$ cat src/rtl/adc_frame_rx.sv
// -----------------------------------------------------------------------------
// adc_frame_rx
//
// Frame initiator and receiver for a pair of dual-channel serial ADCs
// (AD7352-style) that share one active-low chip select. Each frame captures
// four parallel samples: vcap, icap, vout and iout.
//
// The converter SCLK is the system clock. The converters launch data on the
// falling edge and this block samples on the rising edge.
//
// Frame layout (ad_cs low for DATA_BITS+1 cycles, c = 0..DATA_BITS):
//   c = 0              leading-zero bit on every lane; any 1 flags the frame
//   c = 1..DATA_BITS   sample bits, MSB first
// ad_cs is then held high for GAP_CYCLES cycles before the next frame.
//
// Parameters:
//   DATA_BITS   sample width (>= 2)
//   GAP_CYCLES  cycles ad_cs stays high between frames (>= 1)
//   FREE_RUN    1: frames repeat back to back and start is ignored
//
// Ports:
//   clk         system clock, also the converter SCLK
//   reset_n     asynchronous reset, active low
//   start       frame request, level-sampled when not busy
//   ad_cs       converter chip select, active low
//   ad_sdata_a  [1] = vout lane, [0] = iout lane
//   ad_sdata_b  [1] = vcap lane, [0] = icap lane
//   busy        high from frame accept until the gap completes
//   valid       one-cycle pulse when the sample outputs are updated
//   vcap/icap/vout/iout  captured codes (raw straight binary), held between frames
//   frame_err   qualified by valid: a leading-zero bit was nonzero on some lane
// -----------------------------------------------------------------------------
module adc_frame_rx #(
    parameter int unsigned DATA_BITS  = 12,
    parameter int unsigned GAP_CYCLES = 2,
    parameter int unsigned FREE_RUN   = 0
) (
    input  logic                 clk,
    input  logic                 reset_n,
    input  logic                 start,
    output logic                 ad_cs,
    input  logic [1:0]           ad_sdata_a,
    input  logic [1:0]           ad_sdata_b,
    output logic                 busy,
    output logic                 valid,
    output logic [DATA_BITS-1:0] vcap,
    output logic [DATA_BITS-1:0] icap,
    output logic [DATA_BITS-1:0] vout,
    output logic [DATA_BITS-1:0] iout,
    output logic                 frame_err
);

    localparam int unsigned CntW = $clog2(DATA_BITS + 1);
    localparam int unsigned GapW = $clog2(GAP_CYCLES + 1);

    localparam logic [CntW-1:0] BitLast = CntW'(DATA_BITS);
    localparam logic [GapW-1:0] GapLast = GapW'(GAP_CYCLES - 1);
    localparam logic            FreeRun = (FREE_RUN != 0);

    typedef enum logic [1:0] {
        StIdle,
        StConv,
        StGap
    } state_t;

    state_t              state_q;
    logic [CntW-1:0]     bit_cnt_q;
    logic [GapW-1:0]     gap_cnt_q;
    logic                err_acc_q;
    logic [DATA_BITS-1:0] sh_vcap_q;
    logic [DATA_BITS-1:0] sh_icap_q;
    logic [DATA_BITS-1:0] sh_vout_q;
    logic [DATA_BITS-1:0] sh_iout_q;

    // Shift registers with the current lane bit appended; used both for the
    // per-cycle shift and for the final load on the last bit of the frame.
    logic [DATA_BITS-1:0] sh_vcap_nxt;
    logic [DATA_BITS-1:0] sh_icap_nxt;
    logic [DATA_BITS-1:0] sh_vout_nxt;
    logic [DATA_BITS-1:0] sh_iout_nxt;

    logic gap_done;
    logic launch;

    always_comb begin
        sh_vcap_nxt = {sh_vcap_q[DATA_BITS-2:0], ad_sdata_b[1]};
        sh_icap_nxt = {sh_icap_q[DATA_BITS-2:0], ad_sdata_b[0]};
        sh_vout_nxt = {sh_vout_q[DATA_BITS-2:0], ad_sdata_a[1]};
        sh_iout_nxt = {sh_iout_q[DATA_BITS-2:0], ad_sdata_a[0]};
    end

    // In free-run mode IDLE only exists after reset and times out one full
    // gap before the first frame. The edge that completes a gap also samples
    // start, so a held start gives exactly GAP_CYCLES of ad_cs high between
    // frames; start seen on any earlier gap edge is dropped.
    always_comb begin
        gap_done = (gap_cnt_q == GapLast);
        launch   = 1'b0;
        unique case (state_q)
            StIdle:  launch = FreeRun ? gap_done : start;
            StGap:   launch = gap_done && (FreeRun || start);
            default: launch = 1'b0;
        endcase
    end

    always_ff @(posedge clk or negedge reset_n) begin
        if (!reset_n) begin
            state_q   <= StIdle;
            bit_cnt_q <= '0;
            gap_cnt_q <= '0;
            err_acc_q <= 1'b0;
            sh_vcap_q <= '0;
            sh_icap_q <= '0;
            sh_vout_q <= '0;
            sh_iout_q <= '0;
            ad_cs     <= 1'b1;
            busy      <= 1'b0;
            valid     <= 1'b0;
            frame_err <= 1'b0;
            vcap      <= '0;
            icap      <= '0;
            vout      <= '0;
            iout      <= '0;
        end else begin
            valid <= 1'b0;

            unique case (state_q)
                StIdle: begin
                    if (FreeRun && !gap_done) begin
                        gap_cnt_q <= gap_cnt_q + GapW'(1);
                    end
                end

                StConv: begin
                    if (bit_cnt_q == '0) begin
                        // Leading bit of every lane must be zero.
                        err_acc_q <= err_acc_q | (|ad_sdata_a) | (|ad_sdata_b);
                    end else begin
                        sh_vcap_q <= sh_vcap_nxt;
                        sh_icap_q <= sh_icap_nxt;
                        sh_vout_q <= sh_vout_nxt;
                        sh_iout_q <= sh_iout_nxt;
                    end

                    if (bit_cnt_q == BitLast) begin
                        ad_cs     <= 1'b1;
                        vcap      <= sh_vcap_nxt;
                        icap      <= sh_icap_nxt;
                        vout      <= sh_vout_nxt;
                        iout      <= sh_iout_nxt;
                        frame_err <= err_acc_q;
                        valid     <= 1'b1;
                        gap_cnt_q <= '0;
                        state_q   <= StGap;
                    end else begin
                        bit_cnt_q <= bit_cnt_q + CntW'(1);
                    end
                end

                StGap: begin
                    if (gap_done) begin
                        gap_cnt_q <= '0;
                        err_acc_q <= 1'b0;
                        busy      <= 1'b0;
                        state_q   <= StIdle;
                    end else begin
                        gap_cnt_q <= gap_cnt_q + GapW'(1);
                    end
                end

                default: begin
                    ad_cs   <= 1'b1;
                    busy    <= 1'b0;
                    state_q <= StIdle;
                end
            endcase

            // Frame launch overrides the IDLE/GAP bookkeeping above.
            if (launch) begin
                state_q   <= StConv;
                bit_cnt_q <= '0;
                gap_cnt_q <= '0;
                err_acc_q <= 1'b0;
                ad_cs     <= 1'b0;
                busy      <= 1'b1;
            end
        end
    end

endmodule

$ cat config.mk
export PLATFORM = sky130hd
export DESIGN_NAME = adc_frame_rx
export DESIGN_NICKNAME = d
export VERILOG_FILES = /design/src/rtl/adc_frame_rx.sv
export SDC_FILE = /design/constraint.sdc
export NUM_CORES = 1
export LEC_CHECK = 0
export CAP_MARGIN = 10
export CORE_MARGIN = 2
export CORE_UTILIZATION = 30
export DETAILED_ROUTE_END_ITERATION = 8
export DONT_BUFFER_PORTS = 1
export GPL_ROUTABILITY_DRIVEN = 0
export PLACE_DENSITY_LB_ADDON = 0.08
export SLEW_MARGIN = 20
export SYNTH_ARGS = -nofsm -noshare
export SYNTH_HDL_FRONTEND = slang
export SYNTH_SLANG_ARGS = --single-unit
$ cat constraint.sdc
create_clock -name clk -period 2.1 [get_ports clk]
set_input_delay 0 -clock clk [delete_from_list [all_inputs] [get_ports clk]]
set_output_delay 0 -clock clk [all_outputs]
set_load 0.02 [all_outputs]
# Word-level counts from Yosys, hierarchy flattened
# Cells that the tools add are included.
# word_totals
regBits	105
input_bits	7
output_inout_bits	52
# classes
add_sub_neg	2
n_eq_ne	11
mux	23
bitwise_logic	3
n_reduce_logical	17
# op_table
cell	count
two-way mux 2 bit	6
two-way mux 4 bit	3
AND reduction 2 bit	6
!= test 3 bit (second input constant)	3
two-way mux 1 bit	8
one-hot mux 1 bit (2 select lines)	4
OR reduction 2 bit	4
one-hot mux 2 bit (3 select lines)	1
AND reduction 3 bit	2
adder 4 x 1 -> 4 bit (second input constant)	1
equality test 2 x 1 -> 1 bit (second input constant)	2
equality test 4 bit (second input constant)	1
zero test 4 bit	1
!= test 2 x 1 -> 1 bit (second input constant)	2
!= test 2 bit (second input constant)	2
one-hot mux 2 bit (2 select lines)	1
nonzero test 3 bit	1
adder 2 x 1 -> 2 bit (second input constant)	1
equality test 2 bit (second input constant)	1
zero test 2 bit	1
bitwise OR 1 bit	2
nonzero test 2 bit	1
logical AND 1 bit	1
NOT 1 bit	1

# Logic depth before layout (Yosys ltp)
# Gate-level depths: netlist of run 1.
# logic_depth
depth_word	6
mapped_depth	7
mapped_depth_nobuf	6

# Worst setup path after synthesis of run 1
# OpenSTA, ideal clock, no wires.
# synth_timing
path_type	register to register
start	register bit_cnt_q[0]
end	register frame_err
setup_time_ns	0.125
t_arrival_ns	1.559
required_time_ns	1.975
setup_slack_ns	0.416
stages_incl_launch_ff	8
path_buffers	2
period_less_slack_ns	1.684
cell_sequence	dfrtp_1 inv_1 ha_1 and3b_1 and2_4 buf_12 buf_12 mux2_4
# synth_via
elab_chain_len	2
# synth_lines
element	line_no	text
from (decl)	67	logic [CntW-1:0] bit_cnt_q;
from (signal assigned)	156	bit_cnt_q <= bit_cnt_q + CntW'(1);
equality test 4 bit	145	if (bit_cnt_q == BitLast) begin
AND reduction 2 bit (no source line)	n/a	
to (signal assigned)	151	frame_err <= err_acc_q;
to (decl)	50	output logic frame_err
# No other way between the ends.
# A chain may end at the register's enable or synchronous reset.

# Final worst setup path of run 1
# layout_timing
start	register bit_cnt_q[0]
end	register vcap[11]
# layout_via
elab_chain_len	2
# layout_lines
element	line_no	text
equality test 4 bit	145	
AND reduction 2 bit (no source line)	n/a	
to (signal assigned)	147	vcap <= sh_vcap_nxt;
to (decl)	46	output logic [DATA_BITS-1:0] vcap,
# No other way between the ends.

==> out/qor.txt, run 1 <==
DIE HEIGHT -> 124 um
CTS root buffer -> clkbuf_16
Vias in the first global route -> 2045
Synthesized Nets -> 262
Die Width -> 124 um
GRT Overall Usage -> 0.109
Worst-Skew Late Latency -> 0.34 ns
Worst Hold Class -> in2async
First-pass GRT wire length -> 12.2 mm
Sink Count -> 105
Non-filler cells, final -> 446
Peak VDD IR -> 0.000747 V
Vias per std cell -> 4.37
Crit path DAT -> 2.06 ns
Via count -> 1950
CP startpoint kind -> flip-flop
Flops & latches, synth -> 105
Hold buffer count at cts -> 5
Fin. Hold Viols -> 105
Unique masters post-synth -> 30
PortBufs -> 0
Placed cells -> 425
CP required -> 2.33 ns
Initial antenna violation count -> 0
Share of cells above drive strength 1 -> 0.444
Setup violators final -> 0
Number of nets in the layout -> 270
Drt drc -> 0
Final Skew -> 0.00488 ns
Critical Path End Type -> flip-flop
Row cnt -> 43
Initial DRC count -> 62
Synth top area cells -> dfrtp_1 60%, mux2_4 17%, mux2_2 12%, buf_12 2.8%, mux2i_1 0.70%
Cells after synthesis -> 253
Max Fclk -> 546 MHz
CTS tree -> built
Status -> complete, but fails checks
Remaining Overflow, GRT -> 0
Crit Path Max Fanout -> 27
Postcts setup bufs -> 0
Core box area -> 13900 sq um
Period utilization -> 0.873
Setup TNS -> 0 ns
Critical setup path kind -> reg2reg
Yosys warnings -> 0
Post-layout minimum cycle time -> 1.83 ns
Post-synth top area share -> 0.605
Initial core utilization -> 0.309
Unrepaired setup endpoints after global routing -> no
Die area -> 15300 sq um
Max_cap viols -> 0
# resized after CTS -> 0
Max Slew Vio Count -> 0
Worst-path clk slew -> 0.07 ns
Sequential-to-total area share from yosys stat -> 0.611
Drt pass-1 iters -> 4
Pwr Density -> 1800 nW/um^2
DRT Wirelength -> 7.53 mm
CTS Buf Count -> 9
Leading area contributor after synthesis -> dfrtp_1
HPWL Detailed -> 4.49 mm
Max Root-Sink Buffers -> 2
Leak -> 0.00207 uW
Hold Worst Slack -> -0.650 ns
Area of the mapped netlist -> 4300 sq um
Synth-to-Final Area Change -> 11.0%
Relative slew slack -> 0.769
Routed Antenna Nets -> 0
# diodes -> 0
H-tree depth -> 3
Wire length per cell -> 16.9 um
Least-Margin Pin Slew -> 0.347 ns
I/O pin cnt -> 59
Failing checks -> negative hold slack
Largest net degree at the start of global routing -> 106
Mean Syn Cell Area -> 17.0 sq um
-- sequential cells by signal, indices dropped and copies added, names as in the netlist, 4 cells and up --
name       flops
bit_cnt_q      4
icap          12
iout          12
sh_icap_q     11
sh_iout_q     11
sh_vcap_q     11
sh_vout_q     11
vcap          12
vout          12
-- through the flow --
stage	power [uW]	util	area (sq um)	setup WS [ns]	hold WS (ns)
6_report	8580	0.343	4780	0.267	-0.650
5_1_grt	9180	0.343	4780	0.185	-0.674
4_1_cts	8750	0.343	4780	0.265	-0.671
3_5_place_dp	6990	0.318	4430	0.266	-0.293
3_3_place_gp	6960	0.318	4430	0.283	-0.293
2_1_floorplan	6480	-	4300	0.416	-0.296
-- power breakdown --
part,switching [uW],internal [uW]
Combinational,772,1630
Sequential,1420,3070
Clock,729,954
Total,2920,5650
-- cell type report --
class                      count  area [sq um]
clock buffer                  11           243
clock inverter                 5          55.1
fill                        1337          9160
inverter                       6          22.5
multi-input combinational    131          1490
sequential                   105          2630
tap                          180           225
timing repair buffer           8           110
-- layer usage --
layer	vias up	wire, um	global-route usage
met5	-	0	0
met4	0	174	0.0597
met3	12	420	0.0371
met2	44	3240	0.144
met1	986	3690	0.153
li1	908	-	-
-- placed cells by master (no fill, tap or decap) --
cell type | synthesis | routed
mux2i_1 | 3 | 3
clkinvlp_4 | 0 | 2
clkbuf_16 | 0 | 9
dfrtp_1 | 104 | 104
o22ai_1 | 1 | 1
o21ai_0 | 4 | 4
a31oi_1 | 1 | 1
a211o_2 | 1 | 1
or4_1 | 1 | 1
and2_2 | 1 | 1
inv_1 | 6 | 6
clkbuf_1 | 0 | 1
a21oi_1 | 4 | 4
clkinv_2 | 0 | 2
and2_4 | 1 | 1
nand2_1 | 6 | 6
mux2_2 | 45 | 45
nand2b_1 | 1 | 1
nand3_1 | 2 | 2
ha_1 | 2 | 2
clkbuf_8 | 0 | 1
and3b_1 | 1 | 1
nand2b_4 | 1 | 1
a21oi_4 | 1 | 1
a31o_2 | 1 | 1
buf_12 | 6 | 3
dlygate4sd3_1 | 0 | 5
bufinv_16 | 0 | 1
o21bai_1 | 1 | 1
nor2_1 | 2 | 2
mux2_4 | 48 | 48
nand4_1 | 1 | 1
a21boi_0 | 1 | 1
a21o_1 | 1 | 1
dfstp_2 | 1 | 1
-- cells in the mapped netlist --
| cell | number |
|---|---|
| nor2_1 | 2 |
| mux2_2 | 45 |
| nand2b_1 | 1 |
| nand2b_4 | 1 |
| a21boi_0 | 1 |
| ha_1 | 2 |
| a211o_2 | 1 |
| and3b_1 | 1 |
| a21oi_1 | 4 |
| nand4_1 | 1 |
| or4_1 | 1 |
| nand3_1 | 2 |
| a31o_2 | 1 |
| mux2i_1 | 3 |
| buf_12 | 6 |
| inv_1 | 6 |
| buf_6 | 1 |
| a21oi_4 | 1 |
| mux2_4 | 48 |
| dfrtp_1 | 104 |
| and2_4 | 1 |
| o21bai_1 | 1 |
| and2_2 | 1 |
| o22ai_1 | 1 |
| buf_4 | 4 |
| o21ai_0 | 4 |
| dfstp_2 | 1 |
| nand2_1 | 6 |
| a21o_1 | 1 |
| a31oi_1 | 1 |
-- kinds of logic after synthesis --
| group | count (synthesis) | share of synthesized area |
|---|---|---|
| flip-flops | 105 | 0.611 |
| multiplexers | 96 | 0.292 |
| buffers and inverters | 17 | 0.0427 |
| AND/OR/NAND/NOR | 17 | 0.0230 |
| AO/OA/AOI/OAI | 16 | 0.0256 |
| adder cells (fa/ha/maj) | 2 | 0.00581 |
-- critical path, cell delays in order, from the launching register on --
cell     delay (ns)
dfrtp_1        0.42
inv_1          0.07
ha_1           0.24
and3b_1        0.20
and2_4         0.17
buf_12         0.23
mux2_2         0.36
-- path summary, 6_finish.rpt --
| kind | from | to | slack [ns] | cells past startpoint |
|---|---|---|---|---|
| max in group asynchronous | reset_n | sh_icap_q[4]$_DFFE_PN0P_ | 2.53 | 0 |
| min in group clk | ad_sdata_b[0] | err_acc_q$_DFFE_PN0P_ | 0.01 | 3 |
| hold reg to reg | bit_cnt_q[3]$_DFFE_PN0P_ | bit_cnt_q[3]$_DFFE_PN0P_ | 0.50 | 1 |
| setup reg to reg | bit_cnt_q[0]$_DFFE_PN0P_ | vcap[11]$_DFFE_PN0P_ | 0.27 | 6 |
| setup / recovery | bit_cnt_q[0]$_DFFE_PN0P_ | vcap[11]$_DFFE_PN0P_ | 0.27 | 6 |
| hold / removal | reset_n | vout[8]$_DFFE_PN0P_ | -0.65 | 0 |
Note: power is estimated with default switching activity, not from simulation.
==> run 2: changes to the inputs <==
- CORE_ASPECT_RATIO: not set -> 0.6
==> run 2 against run 1 <==
The flow still finishes with violations (negative hold slack); global-route usage down 0.070 points; sequential power about the same; combinational power increased by 2%; critical path depth is the same; clock-buffer cell count is 1 higher; total power increased by 0.56%; fmax shrank 0.56%; register-to-register slack about the same; critical path type unchanged.
==> out/qor.txt, run 2 (synthesis results as in run 1) <==
Status -> complete, but fails checks
Failing checks -> negative hold slack
Crit-path max cell delay -> 0.42 ns
Worst-Skew Late Latency -> 0.35 ns
Routed Antenna Nets -> 0
Number of nets in the layout -> 272
Post-layout minimum cycle time -> 1.84 ns
Reg power frac -> 0.523
CP top delay family -> simple AND/OR/NAND/NOR gates
Final Skew -> 0.00750 ns
Commonest non-fill, non-tap cell in the layout -> dfrtp_1
Max Fclk -> 543 MHz
Vias in the first global route -> 2132
DIE HEIGHT -> 96.8 um
Crit Path Max Fanout -> 20
Hold buffer count at cts -> 5
Hold Worst Slack -> -0.658 ns
CP required -> 2.33 ns
Initial core utilization -> 0.311
CP max-delay cell -> dfrtp_1
H-tree depth -> 3
Initial antenna violation count -> 0
CTS root buffer -> clkbuf_16
Period utilization -> 0.878
GRT Overall Usage -> 0.108
Largest net degree at the start of global routing -> 106
I/O pin cnt -> 59
Fin. Hold Viols -> 105
Die Width -> 159 um
HPWL Detailed -> 4.90 mm
DRT Wirelength -> 7.57 mm
Drt pass-1 iters -> 4
Leak -> 0.00208 uW
# diodes -> 0
FF-to-FF path depth -> 6
Critical setup path kind -> reg2reg
Drt drc -> 0
Critical Path End Type -> flip-flop
Comb pwr share -> 0.283
Share of cells above drive strength 1 -> 0.440
Setup TNS -> 0 ns
Max Slew Vio Count -> 0
Relative slew slack -> 0.726
PortBufs -> 0
Row cnt -> 33
Worst path bufs/invs -> 2
Setup violators final -> 0
Psw -> 2970 uW
Wire length per cell -> 16.4 um
Non-filler cells, final -> 460
CTS tree -> built
Internal power -> 5650 uW
Postcts setup bufs -> 0
Clock share of power -> 0.193
Unrepaired setup endpoints after global routing -> no
Crit path DAT -> 2.07 ns
CP startpoint kind -> flip-flop
Sw frac -> 0.344
Core box area -> 13800 sq um
Die area -> 15400 sq um
Sink Count -> 105
Initial DRC count -> 119
CTS Buf Count -> 9
Remaining Overflow, GRT -> 0
Max_cap viols -> 0
Via count -> 1973
Placed cells -> 439
Least-Margin Pin Slew -> 0.412 ns
Vias per std cell -> 4.29
Max Root-Sink Buffers -> 2
Synth-to-Final Area Change -> 11.8%
Pwr Density -> 1790 nW/um^2
Levels on crit path -> 6
Critical path, cell by cell -> inv_1, ha_1, and3b_1, and2_4, buf_12, mux2_4
Worst Hold Class -> in2async
Worst-path clk slew -> 0.07 ns
Peak VDD IR -> 0.000502 V
First-pass GRT wire length -> 12.6 mm
Commonest cells after routing, fill and taps aside -> 104 x dfrtp_1, 48 x mux2_4, 45 x mux2_2
[run 2: timing repair]
item | in CTS | in global routing
hold endpoints to repair | 117 | 105
gates resized for setup | 0 | 0
endpoints found under the setup margin | 0 | 0
[run 2: worst paths after layout]
| check | startpoint | end | slack (ns) |
|---|---|---|---|
| worst max-delay path | bit_cnt_q[0]$_DFFE_PN0P_ | vcap[4]$_DFFE_PN0P_ | 0.26 |
| worst min-delay path | reset_n | icap[6]$_DFFE_PN0P_ | -0.66 |
| worst max register to register | bit_cnt_q[0]$_DFFE_PN0P_ | vcap[4]$_DFFE_PN0P_ | 0.26 |
| worst min register to register | sh_icap_q[10]$_DFFE_PN0P_ | icap[11]$_DFFE_PN0P_ | 0.50 |
| max in group asynchronous | reset_n | ad_cs$_DFFE_PN1P_ | 2.55 |
| min in group clk | ad_sdata_a[1] | vout[0]$_DFFE_PN0P_ | 0.43 |
[run 2: per-stage QoR]
| step | instance area (sq um) | power [uW] | setup WS [ns] | utilization |
|---|---|---|---|---|
| floorplan | 4300 | 6480 | 0.416 | - |
| global placement | 4470 | 7010 | 0.278 | 0.323 |
| detailed placement | 4470 | 7050 | 0.269 | 0.323 |
| CTS | 4810 | 8790 | 0.253 | 0.348 |
| global route | 4810 | 9220 | 0.142 | 0.348 |
| finish | 4810 | 8620 | 0.257 | 0.348 |
[run 2: layout make-up]
class / instances / area [sq um]
Clock buffer: 12 / 236
Clock inverter: 4 / 53.8
Fill cell: 1337 / 9020
Inverter: 6 / 22.5
Multi-Input combinational cell: 131 / 1490
Sequential cell: 105 / 2630
Tap cell: 192 / 240
Timing Repair Buffer: 10 / 138
[run 2: power by group through the flow]
| stage | clock network [uW] | registers [uW] | logic [uW] |
|---|---|---|---|
| 2_1_floorplan | 0 | 4250 | 2230 |
| 3_3_place_gp | 0 | 4590 | 2420 |
| 3_5_place_dp | 0 | 4590 | 2460 |
| 6_report | 1670 | 4510 | 2440 |
| 5_1_grt | 1840 | 4710 | 2670 |
| 4_1_cts | 1750 | 4560 | 2480 |
[run 2: routing by layer]
layer  track usage  wire (um)  vias up
li1              -          -      911
met1         0.164       4060     1010
met2         0.131       2860       43
met3        0.0497        540        9
met4        0.0374        110        0
met5             0          0        -
==> run 3: changes to the inputs <==
- CELL_PAD_IN_SITES_DETAIL_PLACEMENT: not set -> 1
- CELL_PAD_IN_SITES_GLOBAL_PLACEMENT: not set -> 2
- SKIP_LAST_GASP: not set -> 1
==> run 3 against run 2 <==
The run still ends with negative hold slack left; register-to-register slack gained 0.02 ns; worst hold slack gained 0.0084 ns; critical path depth is the same; routed wire length shrank 0.50%; sequential power is essentially flat; critical path type unchanged.
==> out/qor.txt, run 3 (synthesis results as in run 1) <==
Commonest non-fill, non-tap cell in the layout -> dfrtp_1
Largest net degree at the start of global routing -> 106
I/O pin cnt -> 59
Initial antenna violation count -> 0
Max Root-Sink Buffers -> 2
Crit Path Max Fanout -> 19
Worst-Skew Late Latency -> 0.34 ns
# diodes -> 0
Hold buffer count at cts -> 5
Initial core utilization -> 0.311
GRT Overall Usage -> 0.107
CP startpoint -> bit_cnt_q[0]$_DFFE_PN0P_
H-tree depth -> 3
Final Skew -> 0.0120 ns
Unrepaired setup endpoints after global routing -> no
Via count -> 2027
CTS root buffer -> clkbuf_16
Register Area -> 2630 sq um
Max Slew Vio Count -> 0
Initial DRC count -> 100
Worst Hold Class -> in2async
Leak -> 0.00211 uW
Crit path DAT -> 2.04 ns
Footprint of the multi-input gates -> 1490 sq um
Failing checks -> negative hold slack
Synth-to-Final Area Change -> 12.7%
Remaining Overflow, GRT -> 0
Reg-to-reg endpoint -> vcap[11]$_DFFE_PN0P_
Max_cap viols -> 0
Relative slew slack -> 0.793
Fin. Hold Viols -> 105
Placed instance area -> 4480 sq um
Max Fclk -> 549 MHz
DRT Wirelength -> 7.53 mm
CP required -> 2.32 ns
Total power -> 8790 uW
Critical Path End Type -> flip-flop
PortBufs -> 0
Peak VDD IR -> 0.000495 V
Post-layout minimum cycle time -> 1.82 ns
Vias in the first global route -> 2272
Setup violators final -> 0
Hold Worst Slack -> -0.649 ns
Core box area -> 13800 sq um
Least-Margin Pin Slew -> 0.309 ns
FF-to-FF path depth -> 6
CTS Buf Count -> 9
Die Width -> 159 um
Setup crit end -> vcap[11]$_DFFE_PN0P_
Non-Filler Cell Area, Final -> 4850 sq um
Routed Antenna Nets -> 0
Period utilization -> 0.868
Status -> complete, but fails checks
Worst-path clk slew -> 0.07 ns
Drt pass-1 iters -> 4
Critical setup path kind -> reg2reg
Drt drc -> 0
HPWL Detailed -> 4.83 mm
DIE HEIGHT -> 96.8 um
Commonest cells after routing, fill and taps aside -> 104 x dfrtp_1, 48 x mux2_4, 45 x mux2_2
CP startpoint kind -> flip-flop
Setup TNS -> 0 ns
R2r setup slk -> 0.28 ns
CTS tree -> built
Wire length per cell -> 16.3 um
Vias per std cell -> 4.40
Crit Reg-Reg Startpoint -> bit_cnt_q[0]$_DFFE_PN0P_
First-pass GRT wire length -> 12.7 mm
Number of nets in the layout -> 273
Die area -> 15400 sq um
Pwr Density -> 1810 nW/um^2
Sink Count -> 105
Fill cells -> 1404
Share of cells above drive strength 1 -> 0.454
Row cnt -> 33
==> run 3: critical path, cell delays in order, from the launching register on <==
cell	delay [ns]
dfrtp_1	0.42
inv_1	0.08
ha_1	0.25
and3b_1	0.21
and2_4	0.19
buf_12	0.20
mux2_2	0.35
==> run 3: power breakdown <==
| group | internal [uW] | total [uW] | switching, uW |
|---|---|---|---|
| Combinational | 1670 | 2470 | 807 |
| Clock | 1060 | 1820 | 760 |
| Sequential | 3070 | 4500 | 1420 |
| Total | 5800 | 8790 | 2990 |
==> run 3: metal layers <==
metal	routed length, um	vias up	GRT usage
li1	-	914	-
met1	3810	1067	0.145
met4	70	0	0.0270
met3	435	6	0.0457
met5	0	-	0
met2	3210	40	0.156
==> run 3: worst min-delay path by stage <==
| stage | to | slack (ns) |
|---|---|---|
| detailed placement | icap[6]$_DFFE_PN0P_ | -0.29 |
| global placement | icap[6]$_DFFE_PN0P_ | -0.29 |
| finish | icap[6]$_DFFE_PN0P_ | -0.65 |
| global route | sh_vcap_q[5]$_DFFE_PN0P_ | -0.68 |
| floorplan | bit_cnt_q[0]$_DFFE_PN0P_ | -0.30 |
| CTS | icap[6]$_DFFE_PN0P_ | -0.67 |
==> run 3: metrics by stage <==
step	std cells	worst slack, ns	utilization
6_report	461	0.277	0.351
5_1_grt	461	0.200	0.351
4_1_cts	461	0.266	0.351
3_5_place_dp	440	0.279	0.324
3_3_place_gp	440	0.310	0.324
2_1_floorplan	253	0.416	-
==> run 3: timing repair <==
item,CTS,global route
resized for setup,0,0
setup buffers,0,0
endpoints found under the hold margin,116,105
==> run 3: cell type report <==
cell class              instances  area share
inverters                       6     0.00464
clock inverters                 7      0.0204
well taps                     192      0.0495
multi-input cells             131       0.307
flip-flops and latches        105       0.542
repair buffers                 11      0.0299
clock buffers                   9      0.0464
